$ cat src/rtl/sram_client_pkg.sv
// Shared definitions for SRAM controller port clients: bus widths,
// client sequencing states and wrapping address arithmetic.
package sram_client_pkg;

    localparam int unsigned SRAM_ADDR_W = 20;
    localparam int unsigned SRAM_DATA_W = 16;

    typedef logic [SRAM_ADDR_W-1:0] sram_addr_t;
    typedef logic [SRAM_DATA_W-1:0] sram_data_t;

    typedef enum logic [2:0] {
        S_IDLE,
        S_RD_REQ,
        S_RD_ACK,
        S_RD_DATA,
        S_WR_REQ,
        S_WR_GAP,
        S_DONE
    } client_state_e;

    // Base plus word index; wraps modulo 2^SRAM_ADDR_W.
    function automatic sram_addr_t addr_at(input sram_addr_t base, input logic [15:0] idx);
        return base + sram_addr_t'(idx);
    endfunction

endpackage

$ cat src/rtl/sram_sync2.sv
// Two-flop level synchronizer for a single control bit, reset to 0.
module sram_sync2 (
    input  logic clk,
    input  logic rst_n,
    input  logic d,
    output logic q
);

    logic meta_q, meta_d;
    logic sync_q, sync_d;

    // Next values: shift the input through two stages.
    always_comb begin
        meta_d = d;
        sync_d = meta_q;
    end

    // Synchronizer stages.
    always_ff @(posedge clk or negedge rst_n) begin
        if (!rst_n) begin
            meta_q <= 1'b0;
            sync_q <= 1'b0;
        end else begin
            meta_q <= meta_d;
            sync_q <= sync_d;
        end
    end

    assign q = sync_q;

endmodule

$ cat src/rtl/sram_copy_client.sv
// Block-copy engine on one SRAM controller client port. Reads src+i,
// waits for the DataReady low/high handshake, then writes the word to dst+i.
// Optional fill mode (write cmd_pattern, no reads) enabled by the macro
// SRAM_COPY_FILL_EN; without it every command is a copy.
module sram_copy_client
    import sram_client_pkg::*;
#(
    parameter int unsigned ACK_TIMEOUT = 64,
    parameter int unsigned WR_GAP      = 2
) (
    input  logic                   BOARD_CLK,
    input  logic                   RESET_N,
    input  logic                   cmd_valid,
    output logic                   cmd_ready,
    input  logic [SRAM_ADDR_W-1:0] cmd_src,
    input  logic [SRAM_ADDR_W-1:0] cmd_dst,
    input  logic [15:0]            cmd_len,
    input  logic                   cmd_fill,
    input  logic [SRAM_DATA_W-1:0] cmd_pattern,
    output logic [SRAM_ADDR_W-1:0] AddressToSRAM,
    output logic [SRAM_DATA_W-1:0] DataToSRAM,
    output logic                   QueueReadReq,
    output logic                   QueueWriteReq,
    input  logic                   DataReady,
    input  logic [SRAM_DATA_W-1:0] DataFromSRAM,
    output logic                   busy,
    output logic                   done,
    output logic                   error,
    output logic [15:0]            words_done
);

    localparam int unsigned TMO_W = $clog2(ACK_TIMEOUT) + 1;
    localparam int unsigned GAP_W = $clog2(WR_GAP + 1) + 1;
    localparam logic [TMO_W-1:0] TMO_LAST = TMO_W'(ACK_TIMEOUT - 1);
    localparam logic [GAP_W-1:0] GAP_LAST = (WR_GAP == 0) ? '0 : GAP_W'(WR_GAP - 1);

    client_state_e state_q, state_d;
    sram_addr_t    src_q, src_d;
    sram_addr_t    dst_q, dst_d;
    logic [15:0]   len_q, len_d;
    logic [15:0]   idx_q, idx_d;
    sram_data_t    data_q, data_d;
    logic [TMO_W-1:0] tmo_q, tmo_d;
    logic [GAP_W-1:0] gap_q, gap_d;
    logic          error_q, error_d;
    logic [15:0]   words_done_q, words_done_d;

    logic          ready_sync;
    logic          last_word;
    logic          fill_mode;
    logic          start_fill;
    sram_data_t    wr_data;
    client_state_e next_after_gap;

`ifdef SRAM_COPY_FILL_EN
    logic          fill_q, fill_d;
    sram_data_t    pattern_q, pattern_d;

    assign fill_mode  = fill_q;
    assign start_fill = cmd_fill;
    assign wr_data    = fill_q ? pattern_q : data_q;
`else
    logic          unused_fill_inputs;

    assign unused_fill_inputs = ^{cmd_fill, cmd_pattern};
    assign fill_mode  = 1'b0;
    assign start_fill = 1'b0;
    assign wr_data    = data_q;
`endif

    sram_sync2 u_ready_sync (
        .clk   (BOARD_CLK),
        .rst_n (RESET_N),
        .d     (DataReady),
        .q     (ready_sync)
    );

    // State and datapath registers.
    always_ff @(posedge BOARD_CLK or negedge RESET_N) begin
        if (!RESET_N) begin
            state_q      <= S_IDLE;
            src_q        <= '0;
            dst_q        <= '0;
            len_q        <= '0;
            idx_q        <= '0;
            data_q       <= '0;
            tmo_q        <= '0;
            gap_q        <= '0;
            error_q      <= 1'b0;
            words_done_q <= '0;
`ifdef SRAM_COPY_FILL_EN
            fill_q       <= 1'b0;
            pattern_q    <= '0;
`endif
        end else begin
            state_q      <= state_d;
            src_q        <= src_d;
            dst_q        <= dst_d;
            len_q        <= len_d;
            idx_q        <= idx_d;
            data_q       <= data_d;
            tmo_q        <= tmo_d;
            gap_q        <= gap_d;
            error_q      <= error_d;
            words_done_q <= words_done_d;
`ifdef SRAM_COPY_FILL_EN
            fill_q       <= fill_d;
            pattern_q    <= pattern_d;
`endif
        end
    end

    // Next-state and datapath update: command latch, handshake waits with timeout, write pacing.
    always_comb begin
        state_d      = state_q;
        src_d        = src_q;
        dst_d        = dst_q;
        len_d        = len_q;
        idx_d        = idx_q;
        data_d       = data_q;
        tmo_d        = tmo_q;
        gap_d        = gap_q;
        error_d      = error_q;
        words_done_d = words_done_q;
`ifdef SRAM_COPY_FILL_EN
        fill_d       = fill_q;
        pattern_d    = pattern_q;
`endif
        last_word      = (idx_q + 16'd1) == len_q;
        next_after_gap = last_word ? S_DONE : (fill_mode ? S_WR_REQ : S_RD_REQ);

        case (state_q)
            S_IDLE: begin
                if (cmd_valid) begin
                    src_d        = cmd_src;
                    dst_d        = cmd_dst;
                    len_d        = cmd_len;
                    idx_d        = '0;
                    error_d      = 1'b0;
                    words_done_d = '0;
`ifdef SRAM_COPY_FILL_EN
                    fill_d       = cmd_fill;
                    pattern_d    = cmd_pattern;
`endif
                    if (cmd_len == '0) begin
                        state_d = S_DONE;
                    end else if (start_fill) begin
                        state_d = S_WR_REQ;
                    end else begin
                        state_d = S_RD_REQ;
                    end
                end
            end
            S_RD_REQ: begin
                tmo_d   = '0;
                state_d = S_RD_ACK;
            end
            S_RD_ACK: begin
                if (!ready_sync) begin
                    tmo_d   = '0;
                    state_d = S_RD_DATA;
                end else if (tmo_q == TMO_LAST) begin
                    error_d = 1'b1;
                    state_d = S_DONE;
                end else begin
                    tmo_d = tmo_q + 1'b1;
                end
            end
            S_RD_DATA: begin
                if (ready_sync) begin
                    data_d  = DataFromSRAM;
                    state_d = S_WR_REQ;
                end else if (tmo_q == TMO_LAST) begin
                    error_d = 1'b1;
                    state_d = S_DONE;
                end else begin
                    tmo_d = tmo_q + 1'b1;
                end
            end
            S_WR_REQ: begin
                words_done_d = words_done_q + 16'd1;
                gap_d        = '0;
                // A zero-length gap skips the pacing state and advances directly.
                if (WR_GAP == 0) begin
                    idx_d   = idx_q + 16'd1;
                    state_d = next_after_gap;
                end else begin
                    state_d = S_WR_GAP;
                end
            end
            S_WR_GAP: begin
                if (gap_q == GAP_LAST) begin
                    idx_d   = idx_q + 16'd1;
                    state_d = next_after_gap;
                end else begin
                    gap_d = gap_q + 1'b1;
                end
            end
            S_DONE: begin
                state_d = S_IDLE;
            end
            default: begin
                state_d = S_IDLE;
            end
        endcase
    end

    // Port outputs decoded from the current state; idle values are all zero.
    always_comb begin
        cmd_ready     = (state_q == S_IDLE);
        busy          = (state_q != S_IDLE);
        done          = (state_q == S_DONE);
        QueueReadReq  = (state_q == S_RD_REQ);
        QueueWriteReq = (state_q == S_WR_REQ);
        AddressToSRAM = '0;
        DataToSRAM    = '0;
        if (state_q == S_RD_REQ) begin
            AddressToSRAM = addr_at(src_q, idx_q);
        end else if (state_q == S_WR_REQ) begin
            AddressToSRAM = addr_at(dst_q, idx_q);
            DataToSRAM    = wr_data;
        end
    end

    assign error      = error_q;
    assign words_done = words_done_q;

endmodule

$ cat config.mk
export PLATFORM = sky130hd
export DESIGN_NAME = sram_copy_client
export DESIGN_NICKNAME = d
export VERILOG_FILES = /design/src/rtl/sram_client_pkg.sv /design/src/rtl/sram_sync2.sv /design/src/rtl/sram_copy_client.sv
export SDC_FILE = /design/constraint.sdc
export NUM_CORES = 1
export LEC_CHECK = 0
export CORE_UTILIZATION = 55
export CTS_CLUSTER_DIAMETER = 30
export DETAILED_ROUTE_END_ITERATION = 7
export PLACE_DENSITY_LB_ADDON = 0.12
export SLEW_MARGIN = 40
export SYNTH_ARGS = -nofsm -noshare
export SYNTH_HDL_FRONTEND = slang
export SYNTH_SLANG_ARGS = --single-unit
$ cat constraint.sdc
create_clock -name BOARD_CLK -period 6.3 [get_ports BOARD_CLK]
set_input_delay 0.63 -clock BOARD_CLK [delete_from_list [all_inputs] [get_ports BOARD_CLK]]
set_output_delay 0.63 -clock BOARD_CLK [all_outputs]
set_load 0.05 [all_outputs]
==> flow_summary.yaml <==
run_status:
  status: "complete, no violations"
layout:
  final_cell_mix: "132 x clkdlybuf4s50_1, 119 x dfrtp_1, 72 x mux2_2"
  fin_nets: 1002
  final_cell_count_no_fill: 1055
  drive_gt1_share_pct: 14.4
  fin_area_mm2: 0.00939
  antenna-diode-count: 0
  final_common_cell: "clkdlybuf4s50_1"
  area_delta_synth_final_pct: 27.5
synth:
  async_flop_share_pct: 100
  yosys.cell_types.count: 67
  syn_inst: 745
  synthesis.area_mm2: 0.00737
  syn_avg_cell_area_um2: 9.89
  synth_enable_flop_cells: 0
  yosysSeqAreaShare_pct: 40.8
  ys_ff_latch: 120
  syn_nets: 877
  ys.warnings.count: 0
  synth_ff_type: "dfrtp_1"
clock_network:
  cts.htree.levels: 4
  cts_tree: "yes"
  post-cts-setup-buffers: 0
  cts_root_buf: "clkbuf_16"
  clock_latency_ns: 0.43
  cts-resized-gates: 0
  clockBufferDepth: 2
  numCtsBuffers: 17
  clkTransAtPathRegs_ns: 0.06
  cts_num_sinks: 120
  cts_hold_buf: 0
floorplan:
  die_y_um: 118
  dieArea_mm2: 0.0139
  ios: 151
  fp-row-count: 41
  fp.dieW_um: 118
  coreArea_mm2: 0.0128
  start_util_pct: 57.5
pwr:
  internal_power_uw: 2380
  switching_power_uw: 1510
  seqPwrFrac_pct: 33.3
  power_density_mw_per_mm2: 414
  p_clk_share_pct: 23.7
  p_leak_uw: 0.00405
  p_comb_share_pct: 42.9
  swShare_pct: 38.9
  peakVddDrop_uv: 315
placement:
  post-dp-hpwl_um: 13300
  post-place-cells: 1023
  port_buffers: 133
  dpl-instance-area_mm2: 0.00881
  place_worst_setup_slack_ns: 1.91
  gp_congestion: 0.929
global_routing:
  grt_pass1_wl_um: 31300
  grt_usage_pct: 28.2
  grt_pass1_vias: 6350
  antenna_found_initial: 0
  grt_max_degree: 62
  grt_overflow_total: 0
detailed_routing:
  vias: 6328
  routedWlPerCell_um: 17.7
  dr.pass1.iters: 6
  ant_nets: 0
  viasPerCell: 6.00
  drt-total-wl_um: 18700
  drc_errors: 0
  initialDrtViolationCount: 486
timing:
  setup_viol: 0
  holdWs_ns: 0.182
  clock.fmax_ghz: 0.204
  setup_ws_ns: 1.39
  fin_tns_setup_ns: 0
  rsz0062_at_grt: "no"
  skew_ns: 0.00672
  maxSlewViolCount: 0
  finalCritPeriodShare_pct: 77.9
  fin_crit_ns: 4.91
  slew-limit-headroom_pct: 43.9
  worst_pin_slew_ns: 0.841
  hold_viol: 0
setup_path:
  cp_common_cell: "o21ai_0"
  crit_path_top_delay_cell: "clkdlybuf4s50_1"
  crit_required_ns: 5.67
  crit_start: "idx_q[0]"
  crit_chain: "ha_1 > fa_1 > a211oi_1 > o21ai_0 > nand2_1 > o21ai_0 > o41ai_1 > nor2_1 > xnor2_1 > o22ai_1 > clkdlybuf4s50_1"
  cp_max_fo: 9
  cp-start-kind: "register"
  critPathKind: "reg -> out"
  crit_path_end_kind: "output pin"
  timing.rr.start: "state_q[2]"
  crit_arrival_ns: 4.28
  slowest_delay_ns: 0.84
run:
  drv_cap: 0
min_path:
  hold_class: "in -> async"
## power by group through the flow
stage	Clock, uW	Sequential [uW]	Combinational, uW
floorplan	0	1210	1260
global placement	0	1280	1580
detailed placement	0	1300	1650
CTS	934	1290	1670
global route	971	1330	1810
finish	923	1300	1670
## cells in the mapped netlist (all sizes together), types with 11 or more instances
cell type,count,area (um2)
a21o,13,97.6
a21oi,36,184
and3,25,156
buf,15,71.3
clkbuf,15,56.3
dfrtp,120,3000
ha,37,463
inv,16,60.1
mux2,72,811
nand2,58,220
nand3,33,175
nor2,49,189
nor3,11,71.3
o21ai,63,315
o22ai,15,93.8
xnor2,31,272
xor2,26,228
## path summary, 6_finish.rpt
kind | to | slack [ns] | cells after the start
min in group BOARD_CLK | u_ready_sync.q | 0.35 | 0
hold reg to reg | u_ready_sync.q | 0.35 | 0
setup / recovery | AddressToSRAM[18] | 1.39 | 11
max in group asynchronous | state_q[2] | 5.14 | 2
hold / removal | dst_q[10] | 0.18 | 1
setup reg to reg | words_done[15] | 3.26 | 8
## worst max-delay path: cells and delay by family, from the launching register on
family	cells	cell delay (ns)
compound gates	5	1.37
buf+inv	1	0.84
fa+ha+maj	2	0.70
flops	1	0.49
simple gates	2	0.28
xor+xnor	1	0.16
## flip-flops by register name, summed over array words and instances (netlist names)
| signal | flops |
|---|---|
| tmo_q | 7 |
| gap_q | 3 |
| error | 1 |
| idx_q | 16 |
| u_ready_sync.meta_q | 1 |
| u_ready_sync.q | 1 |
| src_q | 20 |
| words_done | 16 |
| len_q | 16 |
| dst_q | 20 |
| state_q | 3 |
| data_q | 16 |
## metal layers
| metal | track usage, % | vias to the layer above | wire length, um |
|---|---|---|---|
| li1 | - | 2987 | - |
| met1 | 35.7 | 3104 | 8280 |
| met2 | 47.6 | 207 | 9210 |
| met3 | 5.86 | 30 | 884 |
| met4 | 9.70 | 0 | 308 |
| met5 | 0 | - | 0 |
## cell type report
type                    instances  area (um2)
multi-input cells             579        4190
fillers                       956        3430
flip-flops and latches        120        3000
repair buffers                136        1360
clock buffers                  24         492
well taps                     172         215
clock inverters                 8        70.1
inverters                      16        60.1
## per-stage QoR
step	power, uW	util, %
floorplan	2480	-
global placement	2870	68.7
detailed placement	2960	68.7
CTS	3900	73.1
global route	4110	73.2
finish	3890	73.2
## kinds of logic after synthesis
group / share of synthesized area [%]
xor gates and xnor gates: 6.78
AOI/OAI and AO/OA: 15.4
muxes: 11.7
and+or+nand+nor: 15.9
adders and majority gates: 6.96
DFF: 40.8
buffers and inverters: 2.55
Power figures use the tool's default switching activity.
